File: src/rtl/traffic_sensor_conditioner_pkg.sv
// Shared constants and helpers for the traffic sensor conditioner:
// road/lane geometry, emergency input count, lane popcount and
// lowest-set-bit selection used by the emergency arbiter.
package traffic_sensor_conditioner_pkg;

  localparam int NUM_ROADS = 4;
  localparam int NUM_LANES = 3;
  localparam int NUM_VEH   = NUM_ROADS * NUM_LANES;
  localparam int NUM_SS    = 4;
  localparam int OCC_W     = 2 * NUM_ROADS;

  localparam int ROAD_A = 0;
  localparam int ROAD_B = 3;
  localparam int ROAD_C = 6;
  localparam int ROAD_D = 9;
  localparam int ROAD_OFS [NUM_ROADS] = '{ROAD_A, ROAD_B, ROAD_C, ROAD_D};

  // Number of occupied lanes on one road (0..3).
  function automatic logic [1:0] lane_count(input logic [NUM_LANES-1:0] v);
    return {1'b0, v[0]} + {1'b0, v[1]} + {1'b0, v[2]};
  endfunction

  // Isolate the lowest set bit; bit 0 is the highest-priority emergency.
  function automatic logic [NUM_SS-1:0] lowest_set(input logic [NUM_SS-1:0] v);
    return v & (~v + NUM_SS'(1));
  endfunction

endpackage

File: src/rtl/traffic_sensor_conditioner_if.sv
// Sensor-side bus of the traffic sensor conditioner. The slave modport is
// the conditioner itself; the master modport is whoever drives the raw
// sensors and the controller acknowledge.
interface traffic_sensor_conditioner_if;
  import traffic_sensor_conditioner_pkg::*;

  logic [NUM_VEH-1:0] raw_veh;
  logic [NUM_SS-1:0]  raw_ss;
  logic               ss_ack;
  logic [NUM_VEH-1:0] veh;
  logic [OCC_W-1:0]   occ;
  logic               veh_change;
  logic [NUM_SS-1:0]  ss_req;
  logic [NUM_SS-1:0]  ss_pending;
  logic [NUM_VEH-1:0] stuck_flag;

  modport slave (
    input  raw_veh, raw_ss, ss_ack,
    output veh, occ, veh_change, ss_req, ss_pending, stuck_flag
  );

  modport master (
    output raw_veh, raw_ss, ss_ack,
    input  veh, occ, veh_change, ss_req, ss_pending, stuck_flag
  );

endinterface

File: src/rtl/traffic_sensor_conditioner_debounce.sv
// sensor_debounce: one raw asynchronous input -> SYNC_STAGES-flop
// synchroniser -> counter-based debouncer. Exposes both the current
// debounced bit and its next-cycle value so the parent can register
// derived state (occupancy, change pulse) in the same cycle.
module sensor_debounce #(
  parameter int SYNC_STAGES     = 2,
  parameter int DEBOUNCE_CYCLES = 4,
  parameter int DB_W            = 3
) (
  input  logic clock,
  input  logic clear,
  input  logic raw_i,
  output logic db_o,
  output logic db_nxt_o
);

  logic [SYNC_STAGES-1:0] sync_q;
  logic                   sync_out;
  logic [DB_W-1:0]        cnt_q, cnt_d;
  logic                   db_q, db_d;

  assign sync_out = sync_q[SYNC_STAGES-1];

  // Synchroniser shift chain; bit 0 samples the raw pin.
  always_ff @(posedge clock or negedge clear) begin
    if (!clear) sync_q <= '0;
    else        sync_q <= {sync_q[SYNC_STAGES-2:0], raw_i};
  end

  // Count consecutive mismatch cycles; toggle once the mismatch has lasted DEBOUNCE_CYCLES.
  always_comb begin
    cnt_d = cnt_q;
    db_d  = db_q;
    if (sync_out == db_q) begin
      cnt_d = '0;
    end else if (cnt_q == DB_W'(DEBOUNCE_CYCLES - 1)) begin
      db_d  = ~db_q;
      cnt_d = '0;
    end else begin
      cnt_d = cnt_q + DB_W'(1);
    end
  end

  // Debounce state register.
  always_ff @(posedge clock or negedge clear) begin
    if (!clear) begin
      cnt_q <= '0;
      db_q  <= 1'b0;
    end else begin
      cnt_q <= cnt_d;
      db_q  <= db_d;
    end
  end

  assign db_o     = db_q;
  assign db_nxt_o = db_d;

endmodule

File: src/rtl/traffic_sensor_conditioner.sv
// traffic_sensor_conditioner: debounces 12 lane sensors and 4 emergency
// inputs, produces per-road occupancy, a veh change pulse, and a held
// one-hot emergency request with a pending queue.
// Optional feature macro: SENSOR_STUCK_DET_EN (per-lane stuck-high masking).
module traffic_sensor_conditioner
  import traffic_sensor_conditioner_pkg::*;
#(
  parameter int SYNC_STAGES     = 2,
  parameter int DEBOUNCE_CYCLES = 4,
  parameter int DB_W            = 3,
  parameter int STUCK_CYCLES    = 1024,
  parameter int STUCK_W         = 11
) (
  input  logic                        clock,
  input  logic                        clear,
  traffic_sensor_conditioner_if.slave bus
);

  logic [NUM_VEH-1:0] vdb_q, vdb_d;
  logic [NUM_SS-1:0]  sdb_q, sdb_d;
  logic [NUM_VEH-1:0] stuck_q, stuck_d;
  logic [NUM_VEH-1:0] veh_cur, veh_d;
  logic [OCC_W-1:0]   occ_q, occ_d;
  logic               veh_change_q;
  logic [NUM_SS-1:0]  ss_req_q, ss_req_d;
  logic [NUM_SS-1:0]  ss_pend_q, ss_pend_d;
  logic [NUM_SS-1:0]  ss_rise, ss_grant;

  for (genvar i = 0; i < NUM_VEH; i++) begin : g_veh_db
    sensor_debounce #(.SYNC_STAGES(SYNC_STAGES), .DEBOUNCE_CYCLES(DEBOUNCE_CYCLES), .DB_W(DB_W))
      u_db (.clock(clock), .clear(clear), .raw_i(bus.raw_veh[i]), .db_o(vdb_q[i]), .db_nxt_o(vdb_d[i]));
  end

  for (genvar k = 0; k < NUM_SS; k++) begin : g_ss_db
    sensor_debounce #(.SYNC_STAGES(SYNC_STAGES), .DEBOUNCE_CYCLES(DEBOUNCE_CYCLES), .DB_W(DB_W))
      u_db (.clock(clock), .clear(clear), .raw_i(bus.raw_ss[k]), .db_o(sdb_q[k]), .db_nxt_o(sdb_d[k]));
  end

`ifdef SENSOR_STUCK_DET_EN
  logic [STUCK_W-1:0] stk_cnt_q [NUM_VEH];
  logic [STUCK_W-1:0] stk_cnt_d [NUM_VEH];

  // Count consecutive debounced-high cycles; flag once STUCK_CYCLES have elapsed.
  always_comb begin
    for (int i = 0; i < NUM_VEH; i++) begin
      stk_cnt_d[i] = '0;
      stuck_d[i]   = 1'b0;
      if (vdb_d[i]) begin
        stuck_d[i]   = (stk_cnt_q[i] == STUCK_W'(STUCK_CYCLES));
        stk_cnt_d[i] = stuck_d[i] ? stk_cnt_q[i] : stk_cnt_q[i] + STUCK_W'(1);
      end
    end
  end

  // Stuck counters and flags.
  always_ff @(posedge clock or negedge clear) begin
    if (!clear) begin
      for (int i = 0; i < NUM_VEH; i++) stk_cnt_q[i] <= '0;
      stuck_q <= '0;
    end else begin
      for (int i = 0; i < NUM_VEH; i++) stk_cnt_q[i] <= stk_cnt_d[i];
      stuck_q <= stuck_d;
    end
  end
`else
  assign stuck_d = '0;
  assign stuck_q = '0;
`endif

  assign veh_cur = vdb_q & ~stuck_q;
  assign veh_d   = vdb_d & ~stuck_d;

  // Occupancy is computed from next-cycle veh so it lines up with veh.
  always_comb begin
    occ_d = '0;
    for (int r = 0; r < NUM_ROADS; r++)
      occ_d[2*r +: 2] = lane_count(veh_d[ROAD_OFS[r] +: NUM_LANES]);
  end

  // Occupancy and change-pulse registers.
  always_ff @(posedge clock or negedge clear) begin
    if (!clear) begin
      occ_q        <= '0;
      veh_change_q <= 1'b0;
    end else begin
      occ_q        <= occ_d;
      veh_change_q <= (veh_d != veh_cur);
    end
  end

  // Emergency arbiter: rises queue in pending (held bit absorbed); an idle
  // request slot takes the lowest pending bit; ack frees the slot.
  always_comb begin
    ss_rise   = sdb_d & ~sdb_q;
    ss_grant  = '0;
    ss_req_d  = ss_req_q;
    ss_pend_d = ss_pend_q | (ss_rise & ~ss_req_q);
    if (ss_req_q == '0) begin
      if (ss_pend_q != '0) begin
        ss_grant  = lowest_set(ss_pend_q);
        ss_req_d  = ss_grant;
        ss_pend_d = ss_pend_d & ~ss_grant;
      end
    end else if (bus.ss_ack) begin
      ss_req_d = '0;
    end
  end

  // Arbiter state.
  always_ff @(posedge clock or negedge clear) begin
    if (!clear) begin
      ss_req_q  <= '0;
      ss_pend_q <= '0;
    end else begin
      ss_req_q  <= ss_req_d;
      ss_pend_q <= ss_pend_d;
    end
  end

  assign bus.veh        = veh_cur;
  assign bus.occ        = occ_q;
  assign bus.veh_change = veh_change_q;
  assign bus.ss_req     = ss_req_q;
  assign bus.ss_pending = ss_pend_q;
  assign bus.stuck_flag = stuck_q;

endmodule

File: src/flat_wrapper.sv
// flat-port wrapper written by rule: the top's interface ports become plain ports
module traffic_sensor_conditioner_flat import traffic_sensor_conditioner_pkg::*;
#(
  parameter int SYNC_STAGES     = 2,
  parameter int DEBOUNCE_CYCLES = 4,
  parameter int DB_W            = 3,
  parameter int STUCK_CYCLES    = 1024,
  parameter int STUCK_W         = 11
)
  (clock, clear, bus_raw_veh, bus_raw_ss, bus_ss_ack, bus_veh, bus_occ, bus_veh_change, bus_ss_req, bus_ss_pending, bus_stuck_flag);
  traffic_sensor_conditioner_if bus_i ();
  input  logic clock;
  input  logic clear;
  input wire logic [$bits(bus_i.raw_veh)-1:0] bus_raw_veh;
  input wire logic [$bits(bus_i.raw_ss)-1:0] bus_raw_ss;
  input wire logic [$bits(bus_i.ss_ack)-1:0] bus_ss_ack;
  output wire logic [$bits(bus_i.veh)-1:0] bus_veh;
  output wire logic [$bits(bus_i.occ)-1:0] bus_occ;
  output wire logic [$bits(bus_i.veh_change)-1:0] bus_veh_change;
  output wire logic [$bits(bus_i.ss_req)-1:0] bus_ss_req;
  output wire logic [$bits(bus_i.ss_pending)-1:0] bus_ss_pending;
  output wire logic [$bits(bus_i.stuck_flag)-1:0] bus_stuck_flag;
  assign bus_i.raw_veh = bus_raw_veh;
  assign bus_i.raw_ss = bus_raw_ss;
  assign bus_i.ss_ack = bus_ss_ack;
  assign bus_veh = bus_i.veh;
  assign bus_occ = bus_i.occ;
  assign bus_veh_change = bus_i.veh_change;
  assign bus_ss_req = bus_i.ss_req;
  assign bus_ss_pending = bus_i.ss_pending;
  assign bus_stuck_flag = bus_i.stuck_flag;
  traffic_sensor_conditioner #(.SYNC_STAGES(SYNC_STAGES), .DEBOUNCE_CYCLES(DEBOUNCE_CYCLES), .DB_W(DB_W), .STUCK_CYCLES(STUCK_CYCLES), .STUCK_W(STUCK_W)) u_core (.clock(clock), .clear(clear), .bus(bus_i));
endmodule
File: config.mk
export PLATFORM = sky130hd
export DESIGN_NAME = traffic_sensor_conditioner_flat
export DESIGN_NICKNAME = d
export VERILOG_FILES = /design/src/rtl/traffic_sensor_conditioner_pkg.sv /design/src/rtl/traffic_sensor_conditioner_if.sv /design/src/rtl/traffic_sensor_conditioner_debounce.sv /design/src/rtl/traffic_sensor_conditioner.sv /design/src/flat_wrapper.sv
export SDC_FILE = /design/constraint.sdc
export NUM_CORES = 1
export LEC_CHECK = 0
export ABC_AREA = 1
export BUFFER_PORTS_ARGS = -buffer_cell sky130_fd_sc_hd__buf_2
export CORE_ASPECT_RATIO = 0.7
export CORE_MARGIN = 4
export CORE_UTILIZATION = 35
export DETAILED_ROUTE_END_ITERATION = 10
export PLACE_DENSITY_LB_ADDON = 0.08
export SKIP_LAST_GASP = 1
export SYNTH_ARGS = -nofsm -noshare
export SYNTH_HDL_FRONTEND = slang
export SYNTH_SLANG_ARGS = --single-unit
export TNS_END_PERCENT = 20
File: constraint.sdc
create_clock -name clock -period 2 [get_ports clock]
set_input_delay 0.5 -clock clock [delete_from_list [all_inputs] [get_ports clock]]
set_output_delay 0.5 -clock clock [all_outputs]
set_load 0.01 [all_outputs]
-- After elaboration in Yosys (flattened, before gate mapping)
Cells that the tools add are included.
- bits in registers: 113
- input bits: 19
- output and inout bits: 41
- word-level logic and storage cells: 209
- add/sub/neg operators: 25
- equality and inequality tests: 34
- muxes and demuxes: 69
- bitwise gates (word level): 25
- reduce and logical (&&, ||, !) cells: 4
- operators with widths (cell ; number):
    $mux W3 ; 32
    $add A3 B1 Y3 const B ; 16
    $eq A3 B2 Y1 const B ; 16
    $mux W1 ; 32
    $mux W4 ; 5
    $and A4 B4 Y4 ; 4
    $eq A1 B1 Y1 ; 16
    $not A1 Y1 ; 16
    $not A4 Y4 ; 4
    $ne A12 B12 Y1 ; 1
    $add A1 B1 Y2 ; 4
    $add A2 B1 Y2 ; 4
    $add A4 B1 Y4 const B ; 1
    $logic_not A4 Y1 ; 1
    $or A4 B4 Y4 ; 1
    $reduce_bool A4 Y1 ; 1
    $ne A2 B2 Y1 const B ; 1
    $reduce_and A2 Y1 ; 1
    $reduce_bool A2 Y1 ; 1

-- Logic depth before layout (Yosys ltp)
- depth after elaboration: 9
- gate-level depth with buffers: 7
- depth with buffers taken out: 7

-- By module
Synthesis repeated with hierarchy kept, for this count alone.
- cell total of the unflattened synthesis: 524
- area total of the unflattened synthesis: 4864.7 sq um
- by module, submodules not included (module ; times used ; cells an instance ; area each (sq um) ; sequential area each (sq um)):
    sensor_debounce ; 16 ; 25 ; 239.0 ; 150.1
    traffic_sensor_conditioner ; 1 ; 124 ; 1041.0 ; 425.4

-- Worst setup path before layout
Ideal clock, no wire load.
- kind: register to register
- from: register u_core.g_veh_db[6].u_db.cnt_q[0]
- to: register u_core.occ_q[4], in the netlist u_core.bus.occ[4]
- setup time: 0.136 ns
- arrival time: 1.417 ns
- data required time: 1.864 ns
- setup slack: 0.447 ns
- cell stages (with the launch flop): 6
- path buffers: 0
- period minus slack after synthesis: 1.553 ns
- cell sequence: dfrtp_1 -> ha_1 -> inv_2 -> nor2_2 -> mux2_1 -> fa_1
- word-level cells in the longest chain between the ends: 5
- RTL lines (item ; RTL line ; text):
    start, declared ; traffic_sensor_conditioner_debounce.sv:19 ; logic [DB_W-1:0] cnt_q, cnt_d;
    start signal, assigned ; traffic_sensor_conditioner_debounce.sv:50 ; cnt_q <= cnt_d;
    $eq A3 B2 Y1 ; traffic_sensor_conditioner_debounce.sv:36 ; end else if (cnt_q == DB_W'(DEBOUNCE_CYCLES - 1)) begin
    $mux W1 ; traffic_sensor_conditioner_debounce.sv:36 ;
    $mux W1 ; traffic_sensor_conditioner_debounce.sv:34 ; if (sync_out == db_q) begin
    named net u_core.g_veh_db[6].u_db.db_nxt_o ; traffic_sensor_conditioner_debounce.sv:14 ; output logic db_nxt_o
    $add A1 B1 Y2 ; traffic_sensor_conditioner_pkg.sv:20 ; return {1'b0, v[0]} + {1'b0, v[1]} + {1'b0, v[2]};
    $add A2 B1 Y2 ; traffic_sensor_conditioner_pkg.sv:20 ;
    named net u_core.occ_d[4] ; traffic_sensor_conditioner.sv:23 ; logic [OCC_W-1:0] occ_q, occ_d;
    end signal, assigned ; traffic_sensor_conditioner.sv:83 ; occ_q <= '0;
    end signal, assigned ; traffic_sensor_conditioner.sv:86 ; occ_q <= occ_d;
    end, declared ; traffic_sensor_conditioner.sv:23 ;
The timed path passes the listed nets, and every way through them passes these cells.
A chain may end at the register's enable or synchronous reset.

-- Worst setup path in the final report
- from: register u_core.g_veh_db[5].u_db.cnt_q[0]
- to: register u_core.occ_q[2], in the netlist u_core.bus.occ[2]
- word-level cells in the longest chain between the ends: 4
- RTL lines (item ; RTL line):
    start, declared ; traffic_sensor_conditioner_debounce.sv:19
    start signal, assigned ; traffic_sensor_conditioner_debounce.sv:50
    $eq A3 B2 Y1 ; traffic_sensor_conditioner_debounce.sv:36
    $mux W1 ; traffic_sensor_conditioner_debounce.sv:36
    $mux W1 ; traffic_sensor_conditioner_debounce.sv:34
    named net u_core.g_veh_db[5].u_db.db_nxt_o ; traffic_sensor_conditioner_debounce.sv:14
    $add A2 B1 Y2 ; traffic_sensor_conditioner_pkg.sv:20
    named net u_core.occ_d[2] ; traffic_sensor_conditioner.sv:23
The timed path passes the listed nets, and every way through them passes these cells.

==> flow_metrics.py <==
metrics = {
    "grt": {
        "grt_start_max_net_pins": 51,
        "grtUsageMet3_pct": 4.59,
        "grt_util_met1_pct": 15.7,
        "grt_pass1_wl_um": 12500,
        "top_usage_layer": "met1",
        "globalRouteMet2Util_pct": 15.2,
        "grt_pass1_vias": 2671,
        "antenna_found_initial": 0,
        "grt.total_usage_pct": 11.3,
        "overflow": 0,
    },
    "cells_and_area": {
        "drive_gt1_share_pct": 22.6,
        "area_growth_pct": 22.9,
        "num-nets-final": 508,
        "final_cells": 644,
        "fin_util_pct": 44.2,
        "final_cell_area_mm2": 0.00551,
        "diodes": 0,
    },
    "die": {
        "die_y_um": 103,
        "num_rows": 34,
        "start_util_pct": 35.9,
        "core_area_mm2": 0.0125,
        "num_io_pins": 60,
        "die_w_um": 143,
        "die-area_mm2": 0.0147,
    },
    "placed_design": {
        "place_area_mm2": 0.00482,
        "portBuffers": 47,
        "pre_cts_slack_ns": 0.291,
        "place_inst": 612,
        "gp_congestion": 0.695,
        "dp_hpwl_um": 5120,
    },
    "timing": {
        "setup_violations": 0,
        "fin_skew_ns": 0.00710,
        "hold_slack_ns": 0.0367,
        "setup_slack_ns": 0.344,
        "finalHoldViolations": 0,
        "layout_min_cycle_time_ns": 1.66,
        "post-route-period-util_pct": 82.8,
        "fmax_mhz": 604,
        "setup_tns_ns": 0,
        "slew_violations": 0,
        "rsz0062_at_grt": "no",
    },
    "clocking": {
        "cts.sinks": 113,
        "cts_setup_buffers": 0,
        "root_buffer": "clkbuf_16",
        "worstSkewPairLatency_ns": 0.40,
        "cts_buffers": 17,
        "cts_hold_buf": 0,
        "cts_tree": "done",
        "clk_pin_slew_ns": 0.05,
        "htreeDepth": 4,
        "cts_resized": 0,
        "clockBufferDepth": 2,
    },
    "logic_synthesis": {
        "synth-seq-cells": 113,
        "syn_area_mm2": 0.00448,
        "netlist_top_cells_area": "dfrtp_1 (63%), nand2_1 (6.4%), ha_1 (4.5%), buf_4 (4.0%), inv_1 (3.7%)",
        "synth.distinct_cells": 27,
        "yosysSeqAreaShare_pct": 63.1,
        "yosys.area_share.simple_pct": 18.8,
        "synth_xor_area_share_pct": 0.782,
        "syn-mean-instance-area_um2": 10.8,
        "syn_inst": 414,
        "synth_compound_area_share_pct": 2.23,
        "yosysTopAreaCell": "dfrtp_1",
        "yosys_warnings": 0,
        "synth_top_family_by_area": "simple AND/OR/NAND/NOR gates",
        "synth_fa_ha_area_share_pct": 6.26,
        "yosysTopAreaCellShare_pct": 63.1,
        "synth.mux.area_fraction_pct": 0.251,
    },
    "setup_path": {
        "reg2reg_slack_ns": 0.34,
        "path_max_fanout": 5,
        "critPathRequiredTime_ns": 2.27,
        "r2r_start": "u_core.g_veh_db[5].u_db.cnt_q[0]",
        "r2r_end": "u_core.bus.occ[2]",
        "arrival_ns": 1.93,
        "crit_start": "u_core.g_veh_db[5].u_db.cnt_q[0]",
        "startpoint_type": "flip-flop",
        "r2r_cells": 5,
        "crit_type": "reg -> reg",
        "cp-end-kind": "flip-flop",
    },
    "run_status": {
        "status": "finished, final reports clean",
    },
    "route": {
        "dr_total_vias": 2665,
        "wl_um": 7260,
        "drtAntennaViolNets": 0,
        "vias_per_cell": 4.14,
        "drc": 0,
        "drt_iter0_drc": 76,
        "routedWlPerCell_um": 11.3,
        "first_pass_iters": 5,
    },
    "power": {
        "ir_drop_v": 0.000655,
        "finalPower_mw": 8.60,
        "p_per_area_mw_per_mm2": 1560,
        "leakage_nw": 2.80,
    },
    "min_path": {
        "worstHoldPathType": "in -> async",
    },
    "run": {
        "drv_cap": 0,
    },
}
## area by class of cell
cell class,instances,area (um2)
Timing Repair Buffer,49,278
Clock inverter,11,205
Tap cell,162,203
Inverter,53,200
Clock buffer,21,480
Multi-Input combinational cell,235,1310
Fill cell,1161,6960
Sequential cell,113,2830
## state kept, by name (all words and copies together), names as in the netlist
signal and cells:
u_core.g_veh_db.u_db.db_o 12, u_core.bus.ss_req 4, u_core.g_ss_db.u_db.db_o 4, u_core.g_ss_db.u_db.cnt_q 12, u_core.g_veh_db.u_db.cnt_q 36, u_core.bus.ss_pending 4, u_core.g_ss_db.u_db.sync_q 8, u_core.bus.veh_change 1
u_core.bus.occ 8, u_core.g_veh_db.u_db.sync_q 24
## cells in the mapped netlist
cell        n
o21ai_0    15
nor3b_1    13
nand3_1    18
nor3_1     16
a21oi_1     3
nor3_2      1
nor2_1     32
conb_1      1
inv_2       8
nand2_1    76
nand2_2     1
buf_4      24
fa_1        4
clkinv_2    1
nand3_4     1
xnor2_1     4
or2_1       1
nand3_2     1
ha_1       16
mux2_1      1
o21ai_1     2
nor4_1      1
nand4_1     2
nor2_2     14
dfrtp_1   113
inv_1      44
nand2_4     1
## power by group
group	total (mW)	switching (mW)	internal, mW
clock network	3.46	1.00	2.46
logic	1.92	1.16	0.767
registers	3.21	0.329	2.89
total	8.60	2.49	6.11
## per-layer routing
metal | vias to the layer above | wire [um]
met2 | 47 | 2950
met4 | 0 | 99
li1 | 1383 | -
met5 | - | 0
met3 | 9 | 356
met1 | 1226 | 3860
## worst max-delay path, cell delays in order, from the launching register on
cell,delay [ns]
dfrtp_1,0.38
ha_1,0.21
inv_2,0.06
nor2_2,0.05
o21ai_0,0.35
fa_1,0.48
## worst max-delay path by stage
stage                   endpoint  slack [ns]  cells past startpoint
2_1_floorplan  u_core.bus.occ[4]        0.45                      5
3_3_place_gp   u_core.bus.occ[2]        0.28                      5
3_5_place_dp   u_core.bus.occ[2]        0.29                      5
4_1_cts        u_core.bus.occ[2]        0.28                      5
5_1_grt        u_core.bus.occ[0]        0.18                      5
6_report       u_core.bus.occ[2]        0.34                      5
## layout by cell type (no fill, tap or decap), drive strengths merged, types with 12 or more instances in the layout
| cell type | instances |
|---|---|
| clkbuf | 21 |
| nand2 | 78 |
| nor3 | 17 |
| o21ai | 17 |
| buf | 49 |
| ha | 16 |
| inv | 52 |
| nor3b | 13 |
| nor2 | 46 |
| nand3 | 20 |
| dfrtp | 113 |
| conb | 12 |
## cells by family (layout without fill, tap and decap cells)
| kind of cell | count (synthesis) | count (layout) |
|---|---|---|
| and+or+nand+nor | 178 | 178 |
| DFF | 113 | 113 |
| buffers and inverters | 77 | 134 |
| adders and majority gates | 20 | 20 |
| AOI/OAI and AO/OA | 20 | 20 |
| xor gates and xnor gates | 4 | 4 |
| other | 1 | 12 |
| muxes | 1 | 1 |
No activity file was read; power rests on OpenSTA's default activity.
